<file path="src/rtl/regbank_pkg.sv">
// Shared definitions for the register-bank command sequencer.
//   ADDR_W      : bank address width (4 entries)
//   OP_*        : 3-bit command opcodes
//   state_e     : sequencer state encoding
package regbank_pkg;

    localparam int ADDR_W = 2;

    localparam logic [2:0] OP_LDI = 3'd0;
    localparam logic [2:0] OP_MOV = 3'd1;
    localparam logic [2:0] OP_ADD = 3'd2;
    localparam logic [2:0] OP_SUB = 3'd3;
    localparam logic [2:0] OP_AND = 3'd4;
    localparam logic [2:0] OP_OR  = 3'd5;
    localparam logic [2:0] OP_XOR = 3'd6;
    localparam logic [2:0] OP_RD  = 3'd7;

    typedef enum logic [1:0] {
        S_IDLE  = 2'd0,
        S_FETCH = 2'd1,
        S_EXEC  = 2'd2,
        S_WB    = 2'd3
    } state_e;

endpackage

</file>
<file path="src/rtl/regbank_seq_if.sv">
// Bundle of the sequencer's command, bank and result signals.
//   cmd_* : valid/ready command channel (initiator -> sequencer)
//   bk_*  : register bank access (sequencer drives addresses/data/we,
//           bank returns combinational read data)
//   res_* : one-cycle result strobe with value and flags
// modport slave  : the sequencer side
// modport master : the environment side (command source + bank)
interface regbank_seq_if #(
    parameter int Size = 8
);
    import regbank_pkg::*;

    logic              cmd_valid;
    logic              cmd_ready;
    logic [2:0]        cmd_op;
    logic [ADDR_W-1:0] cmd_dst;
    logic [ADDR_W-1:0] cmd_src1;
    logic [ADDR_W-1:0] cmd_src2;
    logic [Size-1:0]   cmd_imm;

    logic [ADDR_W-1:0] bk_a1;
    logic [ADDR_W-1:0] bk_a2;
    logic [Size-1:0]   bk_wd;
    logic              bk_we;
    logic [Size-1:0]   bk_rd1;
    logic [Size-1:0]   bk_rd2;

    logic              res_valid;
    logic [Size-1:0]   res_data;
    logic              res_zero;
    logic              res_carry;

    modport slave (
        input  cmd_valid, cmd_op, cmd_dst, cmd_src1, cmd_src2, cmd_imm,
        input  bk_rd1, bk_rd2,
        output cmd_ready, bk_a1, bk_a2, bk_wd, bk_we,
        output res_valid, res_data, res_zero, res_carry
    );

    modport master (
        output cmd_valid, cmd_op, cmd_dst, cmd_src1, cmd_src2, cmd_imm,
        output bk_rd1, bk_rd2,
        input  cmd_ready, bk_a1, bk_a2, bk_wd, bk_we,
        input  res_valid, res_data, res_zero, res_carry
    );

endinterface

</file>
<file path="src/rtl/seq_alu.sv">
// Combinational ALU for the sequencer.
//   op     : opcode (regbank_pkg OP_*)
//   a, b   : captured source operands
//   imm    : immediate for LDI
//   result : Size-bit result
//   zero   : result == 0
//   carry  : bit Size of the (Size+1)-bit sum/difference; 0 otherwise
module seq_alu
    import regbank_pkg::*;
#(
    parameter int Size = 8
) (
    input  logic [2:0]      op,
    input  logic [Size-1:0] a,
    input  logic [Size-1:0] b,
    input  logic [Size-1:0] imm,
    output logic [Size-1:0] result,
    output logic            zero,
    output logic            carry
);

    logic [Size:0] sum;
    logic [Size:0] diff;

    always_comb begin
        sum    = {1'b0, a} + {1'b0, b};
        // Top bit of the zero-extended difference is the borrow.
        diff   = {1'b0, a} - {1'b0, b};
        result = a;
        carry  = 1'b0;
        case (op)
            OP_LDI: result = imm;
            OP_MOV: result = a;
            OP_ADD: begin
                result = sum[Size-1:0];
                carry  = sum[Size];
            end
            OP_SUB: begin
                result = diff[Size-1:0];
                carry  = diff[Size];
            end
            OP_AND: result = a & b;
            OP_OR:  result = a | b;
            OP_XOR: result = a ^ b;
            OP_RD:  result = a;
            default: result = a;
        endcase
        zero = (result == '0);
    end

endmodule

</file>
<file path="src/rtl/regbank_seq.sv">
// Command sequencer in front of a 4-entry register bank.
//   clk : single clock, rising edge
//   rst : synchronous, active-high reset
//   bus : regbank_seq_if.slave (command in, bank access out, result strobe out)
// Every output is a flop; no combinational path from cmd_* to bk_*.
//
// state   | meaning
// --------+---------------------------------------------------------
// S_IDLE  | cmd_ready=1, waiting for cmd_valid
// S_FETCH | bank addressed with src1/src2, operands captured at exit
// S_EXEC  | ALU result/flags and write-back drive registered at exit
// S_WB    | bk_we (unless RD) and res_valid high for one cycle
module regbank_seq
    import regbank_pkg::*;
#(
    parameter int Size = 8,
    parameter int nreg = 4
) (
    input  logic          clk,
    input  logic          rst,
    regbank_seq_if.slave  bus
);

    localparam int AW = $clog2(nreg);

    state_e            state_q, state_d;
    logic [2:0]        op_q, op_d;
    logic [AW-1:0]     dst_q, dst_d;
    logic [Size-1:0]   imm_q, imm_d;
    logic [Size-1:0]   opa_q, opa_d;
    logic [Size-1:0]   opb_q, opb_d;
    logic [Size-1:0]   result_q, result_d;
    logic              zero_q, zero_d;
    logic              carry_q, carry_d;
    logic [ADDR_W-1:0] bk_a1_q, bk_a1_d;
    logic [ADDR_W-1:0] bk_a2_q, bk_a2_d;
    logic [Size-1:0]   bk_wd_q, bk_wd_d;
    logic              bk_we_q, bk_we_d;
    logic              res_valid_q, res_valid_d;
    logic              cmd_ready_q, cmd_ready_d;

    logic [Size-1:0]   alu_result;
    logic              alu_zero;
    logic              alu_carry;

    seq_alu #(.Size(Size)) u_alu (
        .op     (op_q),
        .a      (opa_q),
        .b      (opb_q),
        .imm    (imm_q),
        .result (alu_result),
        .zero   (alu_zero),
        .carry  (alu_carry)
    );

    always_comb begin
        state_d     = state_q;
        op_d        = op_q;
        dst_d       = dst_q;
        imm_d       = imm_q;
        opa_d       = opa_q;
        opb_d       = opb_q;
        result_d    = result_q;
        zero_d      = zero_q;
        carry_d     = carry_q;
        bk_a1_d     = bk_a1_q;
        bk_a2_d     = bk_a2_q;
        bk_wd_d     = bk_wd_q;
        bk_we_d     = 1'b0;
        res_valid_d = 1'b0;
        case (state_q)
            S_IDLE: begin
                if (bus.cmd_valid && cmd_ready_q) begin
                    op_d    = bus.cmd_op;
                    dst_d   = bus.cmd_dst;
                    imm_d   = bus.cmd_imm;
                    // Source addresses go straight to the bank flops so
                    // read data is valid throughout FETCH.
                    bk_a1_d = bus.cmd_src1;
                    bk_a2_d = bus.cmd_src2;
                    state_d = S_FETCH;
                end
            end
            S_FETCH: begin
                opa_d   = bus.bk_rd1;
                opb_d   = bus.bk_rd2;
                state_d = S_EXEC;
            end
            S_EXEC: begin
                result_d    = alu_result;
                zero_d      = alu_zero;
                carry_d     = alu_carry;
                bk_a1_d     = dst_q;
                bk_wd_d     = alu_result;
                bk_we_d     = (op_q != OP_RD);
                res_valid_d = 1'b1;
                state_d     = S_WB;
            end
            S_WB: begin
                state_d = S_IDLE;
            end
            default: begin
                state_d = S_IDLE;
            end
        endcase
        cmd_ready_d = (state_d == S_IDLE);
    end

    always_ff @(posedge clk) begin
        if (rst) begin
            state_q     <= S_IDLE;
            op_q        <= '0;
            dst_q       <= '0;
            imm_q       <= '0;
            opa_q       <= '0;
            opb_q       <= '0;
            result_q    <= '0;
            zero_q      <= 1'b0;
            carry_q     <= 1'b0;
            bk_a1_q     <= '0;
            bk_a2_q     <= '0;
            bk_wd_q     <= '0;
            bk_we_q     <= 1'b0;
            res_valid_q <= 1'b0;
            cmd_ready_q <= 1'b1;
        end else begin
            state_q     <= state_d;
            op_q        <= op_d;
            dst_q       <= dst_d;
            imm_q       <= imm_d;
            opa_q       <= opa_d;
            opb_q       <= opb_d;
            result_q    <= result_d;
            zero_q      <= zero_d;
            carry_q     <= carry_d;
            bk_a1_q     <= bk_a1_d;
            bk_a2_q     <= bk_a2_d;
            bk_wd_q     <= bk_wd_d;
            bk_we_q     <= bk_we_d;
            res_valid_q <= res_valid_d;
            cmd_ready_q <= cmd_ready_d;
        end
    end

    assign bus.cmd_ready = cmd_ready_q;
    assign bus.bk_a1     = bk_a1_q;
    assign bus.bk_a2     = bk_a2_q;
    assign bus.bk_wd     = bk_wd_q;
    assign bus.bk_we     = bk_we_q;
    assign bus.res_valid = res_valid_q;
    assign bus.res_data  = result_q;
    assign bus.res_zero  = zero_q;
    assign bus.res_carry = carry_q;

endmodule

</file>
<file path="src/flat_wrapper.sv">
// flat-port wrapper written by rule: the top's interface ports become plain ports
module regbank_seq_flat import regbank_pkg::*;
#(
    parameter int Size = 8,
    parameter int nreg = 4
)
  (clk, rst, bus_cmd_valid, bus_cmd_op, bus_cmd_dst, bus_cmd_src1, bus_cmd_src2, bus_cmd_imm, bus_bk_rd1, bus_bk_rd2, bus_cmd_ready, bus_bk_a1, bus_bk_a2, bus_bk_wd, bus_bk_we, bus_res_valid, bus_res_data, bus_res_zero, bus_res_carry);
  regbank_seq_if #(.Size(Size)) bus_i ();
  input  logic clk;
  input  logic rst;
  input wire logic [$bits(bus_i.cmd_valid)-1:0] bus_cmd_valid;
  input wire logic [$bits(bus_i.cmd_op)-1:0] bus_cmd_op;
  input wire logic [$bits(bus_i.cmd_dst)-1:0] bus_cmd_dst;
  input wire logic [$bits(bus_i.cmd_src1)-1:0] bus_cmd_src1;
  input wire logic [$bits(bus_i.cmd_src2)-1:0] bus_cmd_src2;
  input wire logic [$bits(bus_i.cmd_imm)-1:0] bus_cmd_imm;
  input wire logic [$bits(bus_i.bk_rd1)-1:0] bus_bk_rd1;
  input wire logic [$bits(bus_i.bk_rd2)-1:0] bus_bk_rd2;
  output wire logic [$bits(bus_i.cmd_ready)-1:0] bus_cmd_ready;
  output wire logic [$bits(bus_i.bk_a1)-1:0] bus_bk_a1;
  output wire logic [$bits(bus_i.bk_a2)-1:0] bus_bk_a2;
  output wire logic [$bits(bus_i.bk_wd)-1:0] bus_bk_wd;
  output wire logic [$bits(bus_i.bk_we)-1:0] bus_bk_we;
  output wire logic [$bits(bus_i.res_valid)-1:0] bus_res_valid;
  output wire logic [$bits(bus_i.res_data)-1:0] bus_res_data;
  output wire logic [$bits(bus_i.res_zero)-1:0] bus_res_zero;
  output wire logic [$bits(bus_i.res_carry)-1:0] bus_res_carry;
  assign bus_i.cmd_valid = bus_cmd_valid;
  assign bus_i.cmd_op = bus_cmd_op;
  assign bus_i.cmd_dst = bus_cmd_dst;
  assign bus_i.cmd_src1 = bus_cmd_src1;
  assign bus_i.cmd_src2 = bus_cmd_src2;
  assign bus_i.cmd_imm = bus_cmd_imm;
  assign bus_i.bk_rd1 = bus_bk_rd1;
  assign bus_i.bk_rd2 = bus_bk_rd2;
  assign bus_cmd_ready = bus_i.cmd_ready;
  assign bus_bk_a1 = bus_i.bk_a1;
  assign bus_bk_a2 = bus_i.bk_a2;
  assign bus_bk_wd = bus_i.bk_wd;
  assign bus_bk_we = bus_i.bk_we;
  assign bus_res_valid = bus_i.res_valid;
  assign bus_res_data = bus_i.res_data;
  assign bus_res_zero = bus_i.res_zero;
  assign bus_res_carry = bus_i.res_carry;
  regbank_seq #(.Size(Size), .nreg(nreg)) u_core (.clk(clk), .rst(rst), .bus(bus_i));
endmodule
</file>
<file path="config.mk">
export PLATFORM = sky130hd
export DESIGN_NAME = regbank_seq_flat
export DESIGN_NICKNAME = d
export VERILOG_FILES = /design/src/rtl/regbank_pkg.sv /design/src/rtl/regbank_seq_if.sv /design/src/rtl/seq_alu.sv /design/src/rtl/regbank_seq.sv /design/src/flat_wrapper.sv
export SDC_FILE = /design/constraint.sdc
export NUM_CORES = 1
export LEC_CHECK = 0
export CORE_ASPECT_RATIO = 0.6
export CORE_MARGIN = 2
export CORE_UTILIZATION = 48
export DETAILED_ROUTE_END_ITERATION = 10
export PLACE_DENSITY = 0.8
export SLEW_MARGIN = 10
export SYNTH_ARGS = -nofsm -noshare
export SYNTH_HDL_FRONTEND = slang
export SYNTH_SLANG_ARGS = --single-unit
</file>
<file path="constraint.sdc">
create_clock -name clk -period 2.3 [get_ports clk]
set_clock_uncertainty 0.15 [all_clocks]
set_input_delay 0.23 -clock clk [delete_from_list [all_inputs] [get_ports clk]]
set_output_delay 0.23 -clock clk [all_outputs]
set_load 0.005 [all_outputs]
</file>
After elaboration in Yosys (flattened, before gate mapping) --
Index checks and enable logic that the tools add are counted.
Storage, ports and cells: register bits after elaboration 48, output and inout port bits 25
Cells by class: bitwise gates (word level) 4, reduce and logical (&&, ||, !) cells 10, muxes and demuxes 7, $add $sub $neg 2, eq/ne operators 12
Operators with widths (count):
- 8-bit one-hot mux with 7 select lines | 1
- 3-bit equality test, second input constant | 4
- 8-bit by 8-bit adder with 9-bit output | 1
- 8-bit by 8-bit subtractor with 9-bit output | 1
- 8-bit bitwise AND | 1
- 8-bit zero test | 1
- 8-bit bitwise OR | 1
- 2-bit one-hot mux with 4 select lines | 1
- 8-bit XOR | 1
- 3-bit by 2-bit equality test with 1-bit output, second input constant | 2
- 2-bit equality test, second input constant | 2
- 2-bit zero test | 2
- 2-bit 2-to-1 mux | 2
- 2-bit one-hot mux with 2 select lines | 1
- 2-bit AND reduction | 2
- 2-bit OR reduction | 2
- 3-bit by 1-bit equality test with 1-bit output, second input constant | 1
- 3-bit zero test | 1
- 3-bit inequality test, second input constant | 1
- 2-bit by 1-bit equality test with 1-bit output, second input constant | 1
- 2-bit by 1-bit inequality test with 1-bit output, second input constant | 1
- 1-bit one-hot mux with 2 select lines | 1
- 2-bit nonzero test | 1
- 1-bit logical AND | 1
- 2 further kinds | 2

Logic depth before layout (Yosys ltp) --
depth after elaboration 4, gate-level depth with buffers 10, mapped depth without buffers 10

Hierarchy --
Synthesis repeated with hierarchy kept, for this count alone.
Unflattened totals: cell total of the unflattened synthesis 393, area total of the unflattened synthesis 3311.9 um^2
By module, submodules not included:
- regbank_seq | instances 1, sequential area each 960.9 um^2, area each 1878.1 um^2, cells each 189
- seq_alu | instances 1, sequential area each 0.0 um^2, area each 1433.9 um^2, cells each 204

Worst setup path after synthesis --
Ideal clock, no wire load.
path kind reg2reg, start register u_core.opa_q[1], end register u_core.result_q[5] (netlist: u_core.bus.res_data[5]), path slack -0.197 ns, cell stages (with the launch flop) 10, data required time 2.019 ns, arrival 2.216 ns, period minus slack after synthesis 2.497 ns, buffers on the path 0, cell sequence dfxtp_1 inv_1 ha_1 or2_4 a221oi_4 o21ai_2 a221o_1 a221oi_2 or3_1 a21oi_2
On the way: longest elaborated chain between the ends 2, elaborated cells on any way between the ends 3
Ends and longest elaborated chain:
- from (decl) | line regbank_seq.sv:30 | logic [Size-1:0] opa_q, opa_d;
- from (signal assigned) | line regbank_seq.sv:131 | opa_q <= opa_d;
- 8-bit by 8-bit subtractor with 9-bit output / 8-bit by 8-bit adder with 9-bit output (equally long branches) | line seq_alu.sv:28, seq_alu.sv:26
- 8-bit one-hot mux with 7 select lines * | line seq_alu.sv:31 | case (op)
- to (signal assigned) | line regbank_seq.sv:133 | result_q <= result_d;
- to (decl) | line regbank_seq.sv:32 | logic [Size-1:0] result_q, result_d;
Every way passes the cells marked *; elsewhere a longest branch is shown, timed or not. A chain may end at the register's enable or synchronous reset.

Worst setup path after layout --
start register u_core.opa_q[1], end register u_core.zero_q (netlist: u_core.bus.res_zero)
On the way: longest elaborated chain between the ends 3, elaborated cells on any way between the ends 7
Ends and longest elaborated chain:
- 8-bit by 8-bit subtractor with 9-bit output (tied with other cells) | line seq_alu.sv:28 | diff = {1'b0, a} - {1'b0, b};
- 8-bit one-hot mux with 7 select lines * | line seq_alu.sv:31
- 8-bit zero test * | line seq_alu.sv:48 | zero = (result == '0);
- to (signal assigned) | line regbank_seq.sv:134 | zero_q <= zero_d;
- to (decl) | line regbank_seq.sv:33 | logic zero_q, zero_d;
Marked as above.

==> implementation parameters <==
Parameter                              Value

Outcome
  Status    complete, but fails checks
  Violations in the final reports    setup timing

Timing
  Max frequency    0.390 GHz
  Normalized max-slew margin    a little over three fifths
  Setup violation total in the final timing report    7
  Unrepaired setup endpoints after global routing    true
  Final Max Slew Viols    0
  Min Clock Period, post-route    between 2 and 3 ns
  Portion of the clock cycle consumed by the worst path in the final layout    112%
  Transition time at the pin with the least slew margin    0.555 ns
  Number of hold violations in the final report    0
  Slack of the critical path    -0.265 ns
  Setup total negative slack    -1.34 ns

Job
  Max-capacitance violation count    0

Power
  Switching power total    1990 uW
  Gate power share    a little over 60%
  Total power of the final layout    between 5000 and 6000 uW
  Static power due to leakage    between 0.0015 and 0.002 uW
  Switching part of the total    ~39%
  Worst IR Drop VDD    0.591 mV
  Sequential cell fraction of total power    24.1%
  Relative contribution of the clock network to total power    15.3%
  Pwr Density    1060 mW/mm^2
  Internal power component    3070 uW

Clock network
  Number of clock sinks    48
  H-tree level count    2
  Clock tree buffer depth    2
  CTS tree    done
  Worst-path clk slew    0.07 ns
  Hold buffers post-CTS    0
  CTS Root Cell    clkbuf_16
  Worst-skew pair later-pin latency    0.29 ns
  Cts bufs inserted    5

Setup path
  Largest fanout on the critical path    4
  Data required time at the worst endpoint    2.31 ns
  Depth of the most critical reg-to-reg path    11
  Register-to-register setup slack    -0.27 ns
  Worst reg2reg endpoint    u_core.bus.res_zero
  Critical setup path kind    reg2reg
  Kind of capture point of the worst setup path    register
  Arrival time worst endpoint    2.58 ns
  Critical Path Source Type    register
  Worst R2R Start    u_core.opa_q[1]

Synthesis
  Post-Synthesis Cell Area    0.00331 mm^2
  Dominant combinational cell family by area after synthesis    compound AO/OA/AOI/OAI gates
  Area share of xor/xnor cells in the synthesized design    1.32%
  Cells taking the most area after synthesis    dfxtp_1 (29%), ha_1 (11%), mux2i_1 (7.3%)
  Area share of the largest cell type after synthesis    29.0%
  Cell type with the highest aggregate area in the netlist    dfxtp_1
  Synthesized-area fraction occupied by ao, oa, aoi and oai cells    a little under a quarter
  Seq cells post-synth    48
  Number of nets produced by synthesis    459
  Ys async rst share    0%
  Synthesis Warnings    0
  Multiplexer fraction of the synthesized cell area    8.28%
  Most common flop cell mapped by yosys    dfxtp_1
  Area share of fa/ha/maj cells after synthesis    11.8%
  Synth cell types    69
  Mean cell area of the mapped netlist    8.42 um^2
  Number of flops mapped to enable cells by yosys    0
  Share of synthesized area occupied by flip-flops and latches    29.0%
  Cell count after synthesis    ~390
  Synthesized-area fraction occupied by and/or/nand/nor cells    approximately 16%

Placed design
  Post-place instance area    0.00441 mm^2
  HPWL after detailed placement    about 7.4 mm
  Setup slack at placement    -0.454 ns
  GP Congestion    about 0.94
  Cell count after placement    578
  Number of buffer cells added on primary ports    60

Route
  Count of nets left with antenna violations after detail routing    0
  Wire length per cell after detailed routing    16.6 um
  Number of violations reported at the end of detailed-routing iteration 0    192
  Aggregate routed wire length    about 9.8 mm
  Post-route DRC violation count    0
  DR pass1 iterations    4
  Detailed-route via count    around 3300
  Mean number of vias per cell    5.55

Floorplan
  Starting Density    about 50%
  Chip width    111 um
  Overall die area    0.00760 mm^2
  Placeable core region    0.00668 mm^2
  Die height    68.3 um
  Cell Rows    23
  Top-Level Pins    61

Final layout
  Number of diodes    0
  Filler cell count    ~490
  Most common library cell in the layout ignoring fill and taps    buf_4
  Area of the multi-input gates    approximately 0.0022 mm^2
  Area used by sequential logic in the layout    approximately 970 um^2
  Area added between synthesis and finish    44.2%
  Number of nets in the layout    approximately 570
  Layout Cell Area excl Fill    ~0.0048 mm^2
  Commonest non-fill, non-tap cells in the layout    buf_4 (74), clkdlybuf4s50_1 (60), dfxtp_1 (42), nor2_1 (40), nand2_1 (38)
  Fin cells    roughly 590
  Share of post-route cells with drive strength above 1    27.1%

Worst hold path
  Type of the worst min-delay path    reg2reg
  Hold Path Cell Cnt    2
  Hold EP    u_core.dst_q[1]
  Launch point of the worst hold path    u_core.dst_q[1]

Global route
  Number of antenna violations at the first check in global routing    0
  All-layer global routing usage    25.7%
  First-pass GRT wire length    15.4 mm
  Vias in the first global route    3126
  Maximum number of pins on one net before global-route repair    45
  Global-route congestion overflow total    0
## routing by layer
metal	up-vias	share of wire [%]	track usage, %
li1	1599	-	-
met1	1551	47	34.0
met5	-	0	0
met3	17	7.4	6.64
met2	125	45	42.8
met4	0	1.2	6.64
## layout make-up
| cell class | count | area share [%] |
|---|---|---|
| clock buffer | 6 | 2.91 |
| clock inverter | 2 | 0.288 |
| inverter | 31 | 2.49 |
| multi-input combinational | 283 | 46.6 |
| sequential | 48 | 20.4 |
| tap | 87 | 2.28 |
| timing repair buffer | 136 | 25.1 |
## per-stage QoR
step                hold WS (ns)  utilization [%]
floorplan                  0.216                -
global placement           0.293             66.1
detailed placement         0.304             66.1
CTS                        0.313             70.3
global route               0.327             71.5
finish                     0.311             71.5
## how the worst max path moves through the flow
stage,start,end,depth (start not counted)
after floorplan,u_core.opa_q[1],u_core.bus.res_data[7],9
after detailed placement,u_core.opb_q[2],u_core.bus.res_zero,10
after CTS,u_core.opa_q[1],u_core.bus.res_zero,9
after global routing,u_core.opa_q[1],u_core.bus.res_zero,11
final,u_core.opa_q[1],u_core.bus.res_zero,11
after global placement,u_core.opb_q[2],u_core.bus.res_data[7],8
## critical path, stage by stage (launching register included)
cell      delay (ns)
dfxtp_4         0.37
inv_4           0.04
buf_4           0.13
fa_2            0.40
o21ba_4         0.21
o211ai_1        0.24
a211oi_2        0.11
o41ai_2         0.31
buf_4           0.18
a211oi_2        0.05
o211ai_1        0.14
o32ai_2         0.10
## power groups by stage
stage / logic, uW / clock network [uW] / registers [uW]
floorplan: 1670 / 0 / 1200
global placement: 2630 / 0 / 1210
detailed placement: 2700 / 0 / 1230
CTS: 2880 / 784 / 1210
global route: 3310 / 816 / 1240
finish: 3060 / 776 / 1220
## repair_timing
item | in CTS | in global routing
gates resized for setup | 21 | 13
cloned | 0 | 0
endpoints found under the setup margin | 9 | 9
pin swaps | 17 | 13
buffers inserted | 4 | 3
## flip-flops by register name, indices dropped and copies added, names as in the netlist
signal                flops
u_core.bus.res_data       8
u_core.imm_q              8
u_core.opa_q              8
u_core.opb_q              8
u_core.op_q               3
u_core.bus.bk_a1          2
u_core.bus.bk_a2          2
u_core.dst_q              2
u_core.state_q            2
u_core.bus.bk_we          1
u_core.bus.cmd_ready      1
u_core.bus.res_carry      1
u_core.bus.res_valid      1
u_core.bus.res_zero       1
## cells in the mapped netlist (2+ instances only)
library cell and number:
a2111oi_2 2, a211oi_1 13, a21boi_0 2, a21o_1 2
a21oi_1 30, a22o_1 2, a22oi_1 4, a32o_1 3
and3_1 2, and3b_1 2, buf_2 2, buf_4 18
clkbuf_1 9, dfxtp_1 48, fa_1 2, ha_1 28
inv_1 29, inv_2 2, mux2i_1 24, nand2_1 38
nand2b_1 6, nand3_1 2, nor2_1 40, nor2b_1 7
nor3_1 4, nor3b_1 2, o211ai_1 2, o21a_1 3
o21ai_0 8, o21ai_1 2, o221ai_1 3, o22ai_1 8
or3_1 3, or3b_1 2, xnor2_1 5
## kinds of logic after synthesis
family,after synthesis
DFF,48
AOI/OAI and AO/OA,106
xor gates and xnor gates,5
muxes,26
and+or+nand+nor,116
adders and majority gates,30
buffers and inverters,62
(Power assumes the default switching activity.)
